## config.mk

```make
export PLATFORM = sky130hd
export DESIGN_NAME = fetch_ctrl
export DESIGN_NICKNAME = d
export VERILOG_FILES = /design/src/rtl/fetch_pkg.sv /design/src/rtl/fetch_hold_buf.sv /design/src/rtl/fetch_ctrl.sv
export SDC_FILE = /design/constraint.sdc
export NUM_CORES = 1
export LEC_CHECK = 0
export ABC_AREA = 1
export CORE_ASPECT_RATIO = 0.75
export CORE_MARGIN = 5
export CORE_UTILIZATION = 56
export CTS_CLUSTER_SIZE = 20
export DETAILED_ROUTE_END_ITERATION = 7
export GPL_TIMING_DRIVEN = 0
export HOLD_SLACK_MARGIN = 0.15
export PLACE_DENSITY = 0.86
export SLEW_MARGIN = 25
export SYNTH_ARGS = -nofsm -noshare
export SYNTH_HDL_FRONTEND = slang
export SYNTH_SLANG_ARGS = --single-unit
```

## constraint.sdc

```tcl
create_clock -name clk -period 4.6 [get_ports clk]
set_input_delay 0.46 -clock clk [delete_from_list [all_inputs] [get_ports clk]]
set_output_delay 0.46 -clock clk [all_outputs]
set_load 0.005 [all_outputs]
```

## src/rtl/fetch_pkg.sv

```systemverilog
// Shared types and constants for the instruction-fetch controller.
// Holds the fetch FSM state enum, reset PC, HLT opcode and the IF/ID record.
// Also provides a small helper that recognises the HLT opcode.
package fetch_pkg;

  typedef enum logic [1:0] {
    ST_FETCH = 2'd0,
    ST_HOLD  = 2'd1,
    ST_DRAIN = 2'd2,
    ST_HALT  = 2'd3
  } state_e;

  localparam logic [15:0] RESET_PC = 16'h0000;
  localparam logic [3:0]  OPC_HLT  = 4'b1111;

  typedef struct packed {
    logic [15:0] instr;
    logic [15:0] pc_plus2;
    logic        valid;
  } ifid_t;

  function automatic logic is_hlt(input logic [15:0] word);
    return word[15:12] == OPC_HLT;
  endfunction

endpackage

```

## src/rtl/fetch_hold_buf.sv

```systemverilog
// One-entry skid buffer holding a fetched word while the decode stage is stalled.
// Latency: written on the load edge, visible next cycle; drain/clear empty it.
// Backpressure: no internal flow control; the owning FSM loads it only when empty.
// Ports: load_i/drain_i/clear_i controls, instr_i/pc_plus2_i write data,
//        full_o occupancy, dat_o stored entry (dat_o.valid mirrors full_o).
module fetch_hold_buf
  import fetch_pkg::*;
(
  input  logic        clk,
  input  logic        rst_n,
  input  logic        load_i,
  input  logic        drain_i,
  input  logic        clear_i,
  input  logic [15:0] instr_i,
  input  logic [15:0] pc_plus2_i,
  output logic        full_o,
  output ifid_t       dat_o
);

  ifid_t buf_q;

  // Clear (redirect) wins over load so a word fetched alongside a redirect never lands.
  always_ff @(posedge clk or negedge rst_n) begin
    if (!rst_n) begin
      buf_q <= '0;
    end else if (clear_i) begin
      buf_q.valid <= 1'b0;
    end else if (load_i) begin
      buf_q.instr    <= instr_i;
      buf_q.pc_plus2 <= pc_plus2_i;
      buf_q.valid    <= 1'b1;
    end else if (drain_i) begin
      buf_q.valid <= 1'b0;
    end
  end

  assign full_o = buf_q.valid;
  assign dat_o  = buf_q;

endmodule

```

## src/rtl/fetch_ctrl.sv

```systemverilog
// Instruction-fetch controller: PC sequencing, IF/ID register, redirect and HLT handling.
// Latency: a word returned with imem_ready lands in IF/ID on the same edge (1 instr/cycle).
// Backpressure: stall freezes PC/IF/ID; a word arriving under stall parks in a hold buffer.
// Ports: clk/rst_n; branch_taken/branch_target redirect; stall; imem_req/imem_addr/
//        imem_ready/imem_data memory handshake; pc, ifid_* and halted status outputs.
// Optional: define FETCH_PERF_EN to add the saturating flush_cnt redirect counter port.
module fetch_ctrl
  import fetch_pkg::*;
(
  input  logic        clk,
  input  logic        rst_n,
  input  logic        branch_taken,
  input  logic [15:0] branch_target,
  input  logic        stall,
  input  logic        imem_ready,
  input  logic [15:0] imem_data,
  output logic        imem_req,
  output logic [15:0] imem_addr,
  output logic [15:0] pc,
  output logic [15:0] ifid_instr,
  output logic [15:0] ifid_pc_plus2,
  output logic        ifid_valid,
  output logic        halted
`ifdef FETCH_PERF_EN
  ,
  output logic [15:0] flush_cnt
`endif
);

  state_e      state_q, state_d;
  logic [15:0] pc_q, pc_d;
  logic [15:0] drain_addr_q, drain_addr_d;
  ifid_t       ifid_q, ifid_d;

  logic        buf_load, buf_drain, buf_clear, buf_full;
  ifid_t       buf_dat;

  logic [15:0] pc_plus2;
  logic [15:0] tgt;

  assign pc_plus2 = pc_q + 16'd2;           // natural 16-bit wrap FFFE -> 0000
  assign tgt      = branch_target & 16'hFFFE;

  fetch_hold_buf u_hold_buf (
    .clk        (clk),
    .rst_n      (rst_n),
    .load_i     (buf_load),
    .drain_i    (buf_drain),
    .clear_i    (buf_clear),
    .instr_i    (imem_data),
    .pc_plus2_i (pc_plus2),
    .full_o     (buf_full),
    .dat_o      (buf_dat)
  );

  // State register
  always_ff @(posedge clk or negedge rst_n) begin
    if (!rst_n) begin
      state_q <= ST_FETCH;
    end else begin
      state_q <= state_d;
    end
  end

  // Datapath registers
  always_ff @(posedge clk or negedge rst_n) begin
    if (!rst_n) begin
      pc_q         <= RESET_PC;
      drain_addr_q <= RESET_PC;
      ifid_q       <= '0;
    end else begin
      pc_q         <= pc_d;
      drain_addr_q <= drain_addr_d;
      ifid_q       <= ifid_d;
    end
  end

  // Next-state and datapath update
  always_comb begin
    state_d      = state_q;
    pc_d         = pc_q;
    drain_addr_d = drain_addr_q;
    ifid_d       = ifid_q;
    buf_load     = 1'b0;
    buf_drain    = 1'b0;
    buf_clear    = 1'b0;

    unique case (state_q)
      ST_FETCH: begin
        if (branch_taken) begin
          pc_d         = tgt;
          ifid_d.valid = 1'b0;
          buf_clear    = 1'b1;
          // The in-flight request cannot be withdrawn: remember its address and
          // keep presenting it until the memory answers, then throw the word away.
          if (!imem_ready) begin
            state_d      = ST_DRAIN;
            drain_addr_d = pc_q;
          end
        end else if (imem_ready) begin
          pc_d = pc_plus2;
          if (stall) begin
            buf_load = 1'b1;
            state_d  = ST_HOLD;
          end else begin
            ifid_d.instr    = imem_data;
            ifid_d.pc_plus2 = pc_plus2;
            ifid_d.valid    = 1'b1;
            if (is_hlt(imem_data)) state_d = ST_HALT;
          end
        end else if (!stall) begin
          // Decode consumed the current entry and nothing new arrived: bubble.
          ifid_d.valid = 1'b0;
        end
      end

      ST_HOLD: begin
        if (branch_taken) begin
          pc_d         = tgt;
          ifid_d.valid = 1'b0;
          buf_clear    = 1'b1;
          state_d      = ST_FETCH;
        end else if (!stall && buf_full) begin
          ifid_d    = buf_dat;
          buf_drain = 1'b1;
          state_d   = is_hlt(buf_dat.instr) ? ST_HALT : ST_FETCH;
        end
      end

      ST_DRAIN: begin
        // A further redirect only retargets; the old request is still owed a reply.
        if (branch_taken) begin
          pc_d         = tgt;
          ifid_d.valid = 1'b0;
        end
        if (imem_ready) state_d = ST_FETCH;
      end

      ST_HALT: begin
      end

      default: state_d = ST_FETCH;
    endcase
  end

  // Outputs
  always_comb begin
    imem_req  = (state_q == ST_FETCH) || (state_q == ST_DRAIN);
    imem_addr = (state_q == ST_DRAIN) ? drain_addr_q : pc_q;
    halted    = (state_q == ST_HALT);
  end

  assign pc            = pc_q;
  assign ifid_instr    = ifid_q.instr;
  assign ifid_pc_plus2 = ifid_q.pc_plus2;
  assign ifid_valid    = ifid_q.valid;

`ifdef FETCH_PERF_EN
  logic [15:0] flush_cnt_q;
  logic        br_acc;

  assign br_acc = branch_taken && (state_q != ST_HALT);

  always_ff @(posedge clk or negedge rst_n) begin
    if (!rst_n) begin
      flush_cnt_q <= 16'h0000;
    end else if (br_acc && (flush_cnt_q != 16'hFFFF)) begin
      flush_cnt_q <= flush_cnt_q + 16'd1;
    end
  end

  assign flush_cnt = flush_cnt_q;
`endif

endmodule

```

* After elaboration in Yosys (flattened, before gate mapping)
Index checks and enable logic that the tools add are counted.
** Cells by class
- Add/subtract/negate cells :: 1
- Equal/unequal tests :: 18
- Muxes and demuxes :: 39
- Bitwise operators :: 2
- Reduce and logical (&&, ||, !) cells :: 16
** Operators by type and width (number)
- 2-to-1 mux 32 bit :: 3
- 2-to-1 mux 33 bit :: 2
- 2-to-1 mux 16 bit :: 4
- case mux 32 bit (2 select lines) :: 1
- case mux 16 bit (2 select lines) :: 1
- 2-to-1 mux 2 bit :: 9
- 2-to-1 mux 1 bit :: 17
- adder 16 x 2 -> 16 bit (second input constant) :: 1
- inequality test 2 bit (second input constant) :: 7
- inequality test 3 bit (second input constant) :: 4
- AND reduction 6 bit :: 2
- == test 4 bit (second input constant) :: 2
- case mux 2 bit (3 select lines) :: 1
- AND reduction 3 bit :: 2
- nonzero test 3 bit :: 2
- == test 2 bit (second input constant) :: 2
- inequality test 4 bit (second input constant) :: 1
- AND reduction 4 bit :: 1
- nonzero test 2 bit :: 2
- OR reduction 2 bit :: 2
- case mux 1 bit (3 select lines) :: 1
- == test 2 x 1 -> 1 bit (second input constant) :: 1
- logical NOT 2 bit :: 1
- inequality test 2 x 1 -> 1 bit (second input constant) :: 1
- other kinds (5) :: 6
** Word-level totals
- Bits in registers :: 100
- Output and inout port bits :: 67

* Depth between registers and ports, before layout
- Depth in word-level cells :: 8
- Depth in mapped cells :: 11
- Depth with buffers taken out :: 9

* Hierarchy
Synthesis repeated with hierarchy kept, for this count alone.
** Unflattened totals
- Cell total of the unflattened synthesis :: 660
- Area total of the unflattened synthesis :: 5237.5 um^2
** By module, submodules not included
- fetch_ctrl :: instances 1, cells an instance 515, area each 3817.4 um^2, sequential area each 1626.6 um^2
- fetch_hold_buf :: instances 1, cells an instance 145, area each 1420.1 um^2, sequential area each 825.8 um^2

* Worst setup path before layout
OpenSTA, ideal clock, no wires.
- Path kind :: register -> output
- From :: register state_q[0]
- To :: output imem_addr[10]
- Data arrival time :: 1.108 ns
- Slack :: 3.032 ns
- Cell stages (with the launch flop) :: 6
- Cell sequence :: dfrtp_1 -> inv_1 -> ha_1 -> clkbuf_1 -> nand2_1 -> o21ai_0
** Between the ends
- Cells in the longest elaborated chain, start to end :: 2
** RTL lines
- start, declared :: RTL line fetch_ctrl.sv:30 : state_e state_q, state_d;
- start signal, assigned :: RTL line fetch_ctrl.sv:61 : state_q <= state_d;
- == test 2 bit :: RTL line fetch_ctrl.sv:149 : imem_addr = (state_q == ST_DRAIN) ? drain_addr_q : pc_q;
- 2-to-1 mux 16 bit :: RTL line fetch_ctrl.sv:149
- end, declared :: RTL line fetch_ctrl.sv:18 : output logic [15:0] imem_addr,
No other way between the ends.

* Worst setup path after layout
- From :: register state_q[0]
- To :: output imem_addr[5]
Same word-level chain as after synthesis.

==> summary.md <==
Reported leakage power: 0.00321 uW. The hold path endpoint is ifid_instr[8]. The largest fanout on the critical path was 10; the transition time at the pin with the least slew margin was 0.518 ns.

For the distinct cell type count of the synthesized netlist, the log shows 35. The setup path with the least slack is of type flop to output port. The tools report the via count of the first global-routing pass as 4,814. The mean number of vias per cell was 5.53.

Cell with the largest stage delay on the worst path: clkdlybuf4s50_1. The startpoint identified for the worst register-to-register timing path is state_q[0]. For the overall global routing resource usage, the log shows 27.3%. The wire length on met1 came out at 6390 um.

The power density over the cells works out to 760 nW/um2. The worst setup path is captured at an output port. The number of antenna diodes is 0.

The clock skew was 0.00735 ns. The setup check on the worst reg-to-reg path leaves a slack of 2.73 ns. In this design, the stage delay of the slowest critical-path cell is 0.55 ns.

The first global-routing pass estimated 24,000 um of wire. The yosys synthesis warning count is 0. After detailed routing, the number of remaining DRC violations is 0. For this run, the top clock speed supported by timing is 0.369 GHz.

For the residual overflow from global routing, the log shows 0. In the synthesized netlist the dominant register cell turns out to be dfrtp_1. The count of buffers added on input and output ports is 99. The post-synthesis instance total was 635; the count of hold buffers inserted by post-cts repair was 1. The via count was 4,785. Critical path launch point type: a flop.

The logs give 56.6% for the initial standard-cell utilization of the core and 65.5% for the worst relative slew slack. The number of synthesized flops with an enable pin is 0, and the final count of negative-setup-slack endpoints is 0. The count of nets left with antenna violations once routing finished came out at 0. Number of DRC markers in iteration 0: 498.

The die covers 11,100 um2. The time the final worst path needs with I/O delays and setup works out to 2.71 ns. The hold-critical path depth was 2; the floorplan core area was 8930 um2. Counting the buffers created by CTS gives 9.

CTS placed an instance of clkbuf_16 at the clock tree root. Setup repair after global routing left no endpoint under its margin. For the quantity of gates resized following cts, the log shows 0. Max-cap violations in this run came to 0. The filler cells instantiated in the layout total 693.

Traced cell by cell, the critical path runs through inv_1 > ha_1 > clkbuf_1 > nand2_1 > o21ai_0 > clkdlybuf4s50_1. Summing all multi-input logic gate instances after layout gives 2250 um2. The total negative setup slack is 0 ns, and the half-perimeter wire length after placement is 10,800 um. The net total in the final layout is 791. The register area is 2400 um2. For the worst flop-to-flop path, the logic depth is 10. Counting along the longest clock path gives a buffer depth of 2.

Number of slew-limit violations in the final report: 0. The length of the first detailed-routing pass in iterations was 5. The total number of H-tree levels is 3, and the clock-pin slew on the worst setup and hold paths is 0.07 ns. The logs give 0 for the number of hold violations in the final report and 0.903 for the routability congestion estimate from global placement. Endpoint required time on the critical path: 4.14 ns.

The floorplan has 30 rows. Once layout is complete, the utilization of the core stands at 73.2%. The average cell area after synthesis was 7.97 um2; the synthesis-stage register bit count was 96. The routed length on met2 was 6670 um; the detailed-route wire length per cell was 16.7 um. The terminus of the critical flop-to-flop path was pc[9]. Data arrives at the worst endpoint at 2.25 ns. Clock tree synthesis found a total of 96 sinks. The run finished with clean final reports.

The maximum number of pins on one net before global-route repair came out at 71. Summing every instance area after synthesis gives 5060 um2. After detailed routing, the total wire length is 14,500 um. The share of cells above drive strength 1 is 11.8%, and the growth of design area from synthesis to finish is 29.3%. The routed design uses 1180 um of met3 wire. The part of the cycle the worst path needs came out at 59.0%.

In this run the horizontal extent of the chip is 120 um. Clock latency on the worst-skew pair, taken at its later pin, is 0.34 ns. For the peak supply drop, the log shows 436 uV. The hold path startpoint was ifid_instr[8]. TritonCTS built the clock tree.

Uppermost layer routed: met4. Post-CTS setup buffer count: 0. The fraction of registers with async set or reset after synthesis is 100%. 104 I/O pins were placed. The class of the tightest hold or removal check was flop to flop. In this run the vertical extent of the chip is 92.3 um.

The post-synthesis sequential area ratio was 47.5%; the number of antenna violations at the first check in global routing was 0.
-- stage by stage --
stage	worst slack [ns]	power [uW]	hold WS [ns]	cells	cell area, um2
6_report	1.89	4970	0.484	866	6540
5_1_grt	1.71	5350	0.507	866	6540
4_1_cts	1.89	4960	0.484	866	6540
3_5_place_dp	2.29	4170	0.347	849	6230
3_3_place_gp	-0.358	4050	0.455	848	6200
2_1_floorplan	3.03	3030	0.164	637	5070
-- cell usage in the layout, fill, tap and decap left out, types with 3 or more instances in the layout --
cell type and instances:
conb_1 3, clkdlybuf4s50_1 98, nor2_4 5, inv_2 6, o21ai_1 34, nand3_1 29, a21oi_1 6, clkbuf_16 9
buf_4 3, nor2_2 4, buf_2 13, buf_6 7, clkbuf_1 10, nand2_1 234, o211ai_2 20, o21ai_0 35
inv_1 40, nor2_1 56, dfrtp_1 96, ha_1 5, a31oi_1 3, nand4_1 6
-- cell usage after synthesis, types with 3 or more instances --
cell | n | area, um2
nand2_1 | 234 | 878
dfrtp_1 | 96 | 2400
nor2_1 | 56 | 210
inv_1 | 40 | 150
o21ai_0 | 35 | 175
o21ai_1 | 34 | 170
nand3_1 | 29 | 145
o211ai_2 | 20 | 250
buf_2 | 13 | 65.1
clkbuf_1 | 10 | 37.5
a21oi_1 | 6 | 30.0
buf_6 | 6 | 67.6
inv_2 | 6 | 22.5
nand4_1 | 6 | 37.5
ha_1 | 5 | 62.6
nor2_4 | 5 | 56.3
nor2_2 | 4 | 25.0
a31oi_1 | 3 | 18.8
buf_4 | 3 | 22.5
-- routing by layer --
| metal | track usage [%] | up-vias |
|---|---|---|
| met5 | 0 | - |
| met4 | 8.10 | 0 |
| met3 | 4.88 | 23 |
| met2 | 43.0 | 252 |
| met1 | 38.8 | 2264 |
| li1 | - | 2246 |
-- logic make-up after synthesis --
logic type,after synthesis,synth area share [%]
XOR/XNOR,5,1.16
AND/OR/NAND/NOR,345,28.6
AO/OA/AOI/OAI,101,13.2
buffers and inverters,82,8.21
flip-flops,96,47.5
adder cells (fa/ha/maj),5,1.24
other,1,0.0741
-- sequential cells by signal, indices dropped and copies added, names as in the netlist --
name	cells
drain_addr_q	15
u_hold_buf.full_o	1
state_q	2
pc	15
u_hold_buf.dat_o	31
ifid_pc_plus2	15
ifid_instr	16
ifid_valid	1
-- power by group --
part	leakage, uW	internal (uW)	switching, uW
registers	0.00119	1260	324
logic	0.00187	1180	1440
clock network	0.000150	439	333
total	0.00321	2880	2100
-- worst max-delay path by stage --
| stage | start | end | slack (ns) | depth (start not counted) |
|---|---|---|---|---|
| after floorplan | state_q[0] | imem_addr[10] | 3.03 | 5 |
| after global placement | rst_n | ifid_pc_plus2[12] | -0.36 | 1 |
| after detailed placement | state_q[0] | imem_addr[5] | 2.29 | 6 |
| after CTS | state_q[0] | imem_addr[13] | 1.89 | 6 |
| after global routing | state_q[0] | imem_addr[5] | 1.71 | 6 |
| final | state_q[0] | imem_addr[5] | 1.89 | 6 |
-- cell type report --
cell class | instances | share of cell area, %
multi-input combinational | 459 | 34.4
buffer | 34 | 3.56
clock buffer | 10 | 3.65
clock inverter | 6 | 1.03
inverter | 48 | 2.79
tap | 112 | 2.14
timing repair buffer | 101 | 15.7
sequential | 96 | 36.7
-- worst max-delay path: cells and delay by family (launching register included) --
kind,cells,cell delay [ns]
buffers and inverters,3,1.03
flip-flops,1,0.41
adder cells (fa/ha/maj),1,0.26
AO/OA/AOI/OAI,1,0.12
AND/OR/NAND/NOR,1,0.09
No activity file was read; power rests on OpenSTA's default activity.
==> RTL change, RTL diff (config.mk and constraints unchanged) <==
Build with the macro `FETCH_PERF_EN` defined.
--- a/src/rtl/fetch_ctrl.sv
+++ b/src/rtl/fetch_ctrl.sv
@@ -4,6 +4,8 @@
 // Ports: clk/rst_n; branch_taken/branch_target redirect; stall; imem_req/imem_addr/
 //        imem_ready/imem_data memory handshake; pc, ifid_* and halted status outputs.
 // Optional: define FETCH_PERF_EN to add the saturating flush_cnt redirect counter port.
+`define FETCH_PERF_EN
+
 module fetch_ctrl
   import fetch_pkg::*;
 (
Behaviour (old outputs only; new: flush_cnt): unchanged (Yosys induction, for registers that start in step).
==> RTL change against the unedited design <==
  * Synthesized cell count is 22% higher
  * Wire length is 15% higher
  * Highest routed layer unchanged
  * Total power is 0.72% higher
  * Largest cell class unchanged
  * Non-clock buffer count is 17 higher
  * Critical path depth stayed put
  * Combinational power is 5% lower
  * Critical path type unchanged
  * Critical endpoint is now imem_addr[9]
  * Final area is 14% higher
  * Sequential cell count is 16 higher
  * Synthesized area is 15% higher
  * Setup slack worse by 0.038 ns
  * Count of clock-buffer cells in the layout is 4 higher
  * First-iteration DRC count is 22% higher
  * Clock power is 2.6% lower
==> RTL change: results (changes against the unedited design) <==
status:
  outcome: "finished, final reports clean"
layout:
  sh_seq_area_pct: 37.7  # +0.96 points
  clkbuf_count: 14  # +4
  nNonClkBuffers: 152  # +13%
  num-fill-cells: 796  # +15%
  n_all_inverters: 56  # +17%
  nMultiInputCombCells: 570  # +24%
  buf_share_pct: 18.8  # -0.47 points
  drive_above_1_share_pct: 5.19  # -6.6 points
  multi_input_area_mm2: 0.00258  # +15%
sta:
  fin_skew_ns: 0.00533  # -0.00202 ns
  hold_ws_ns: 0.485  # +0.000156 ns
  max_slew_margin_pct: 62.1  # -3.4 points
synthesis:
  syn_avg_cell_area_um2: 7.52  # -5.6%
  synth.area.top_cells: "dfrtp_1 48%, nand2_1 19%, nor2_1 5.4%"
  ys_seq_area_share_pct: 48.3  # +0.81 points
  synthTopCellsByCount: "300 x nand2_1, 112 x dfrtp_1, 84 x nor2_1"
  yosysUniqueCellTypes: 31  # -11%
placement:
  placed_area_mm2: 0.00715  # +15%
  dp_hpwl_um: 12300  # +14%
  place_inst: 1025  # +21%
  place_ws_ns: 2.24  # -0.0483 ns
  gp_congestion: 0.936  # +3.6%
  port_buffers: 114  # +15%
power_and_ir_drop:
  leakage_nw: 3.63  # +13%
  cellPowerDensity_mw_per_mm2: 673  # -11%
  ir_drop_uv: 399  # -8.4%
routing:
  drt_iter0_markers: 606  # +22%
  viasPerCell: 5.52  # about the same
  routed_wl_um: 16600  # +15%
  firstDrtPassIters: 7  # +2
  wl_per_cell_um: 15.9  # -4.7%
global_routing:
  grt_util_all_layers_pct: 27.0  # -0.27 points
  grt_pass1_vias: 5789  # +20%
  grt_max_degree: 76  # +7.0%
  grt_pass1_wl_um: 27600  # +15%
hold_path:
  whs_path_depth: 2  # unchanged
  min-delay-start: "ifid_instr[9]"
critical_path:
  worstReg2RegEnd: "ifid_pc_plus2[15]"
  regToRegSetupSlack_ns: 2.50  # -0.23 ns
  r2r_cells: 9  # -1
clock_network:
  post_cts_buffers: 0  # unchanged
  cts_sinks: 112  # +17%
  cts.hold.buffers_added: 1  # unchanged
-- RTL change: changes by cell type in the layout (fill, tap and decap cells not counted), moves of 9 or more --
cell             before  now
inv_1                40   55
o211ai_1              1   21
o21ai_0              35   62
o21ai_1              34    8
o211ai_2             20    0
nand3_1              29   38
clkdlybuf4s50_1      98  113
nor2_1               56   84
nand2_1             234  300
dfrtp_1              96  112
-- RTL change: worst max-delay path, delay by kind of cell (launching register included) --
kind	cells	cell delay (ns)
buffers and inverters	3	1.06
DFF	1	0.42
adders and majority gates	1	0.25
AOI/OAI and AO/OA	1	0.11
and+or+nand+nor	1	0.09
-- RTL change: how the worst max path moves through the flow --
stage / startpoint / to / slack, ns
3_3_place_gp: rst_n / flush_cnt[14] / -1.09
4_1_cts: state_q[0] / imem_addr[9] / 1.87
3_5_place_dp: state_q[0] / imem_addr[9] / 2.24
2_1_floorplan: state_q[1] / ifid_instr[12] / 2.96
6_report: state_q[0] / imem_addr[9] / 1.85
5_1_grt: state_q[0] / imem_addr[9] / 1.69
-- RTL change: cell families after synthesis --
logic type,Yosys count,share of synthesized area [%]
AND/OR/NAND/NOR,439,30.1
XOR/XNOR,16,2.41
buffers and inverters,92,7.42
adder cells (fa/ha/maj),6,1.29
AO/OA/AOI/OAI,106,10.4
other,1,0.0646
flip-flops,112,48.3
-- RTL change: power breakdown --
group          total [mW]  leakage [nW]  switching [mW]  internal, mW
combinational        2.50          2.08            1.38          1.12
clock               0.752         0.137           0.353         0.399
sequential           1.76          1.41           0.347          1.41
-- RTL change: per-layer routing --
metal  vias to the layer above  share of wire (%)  track usage, %
met1                      2726                 41            36.4
met5                         -                  0               0
met2                       285                 48            43.8
met3                        30                8.7            6.34
li1                       2712                  -               -
met4                         0                1.7            7.67
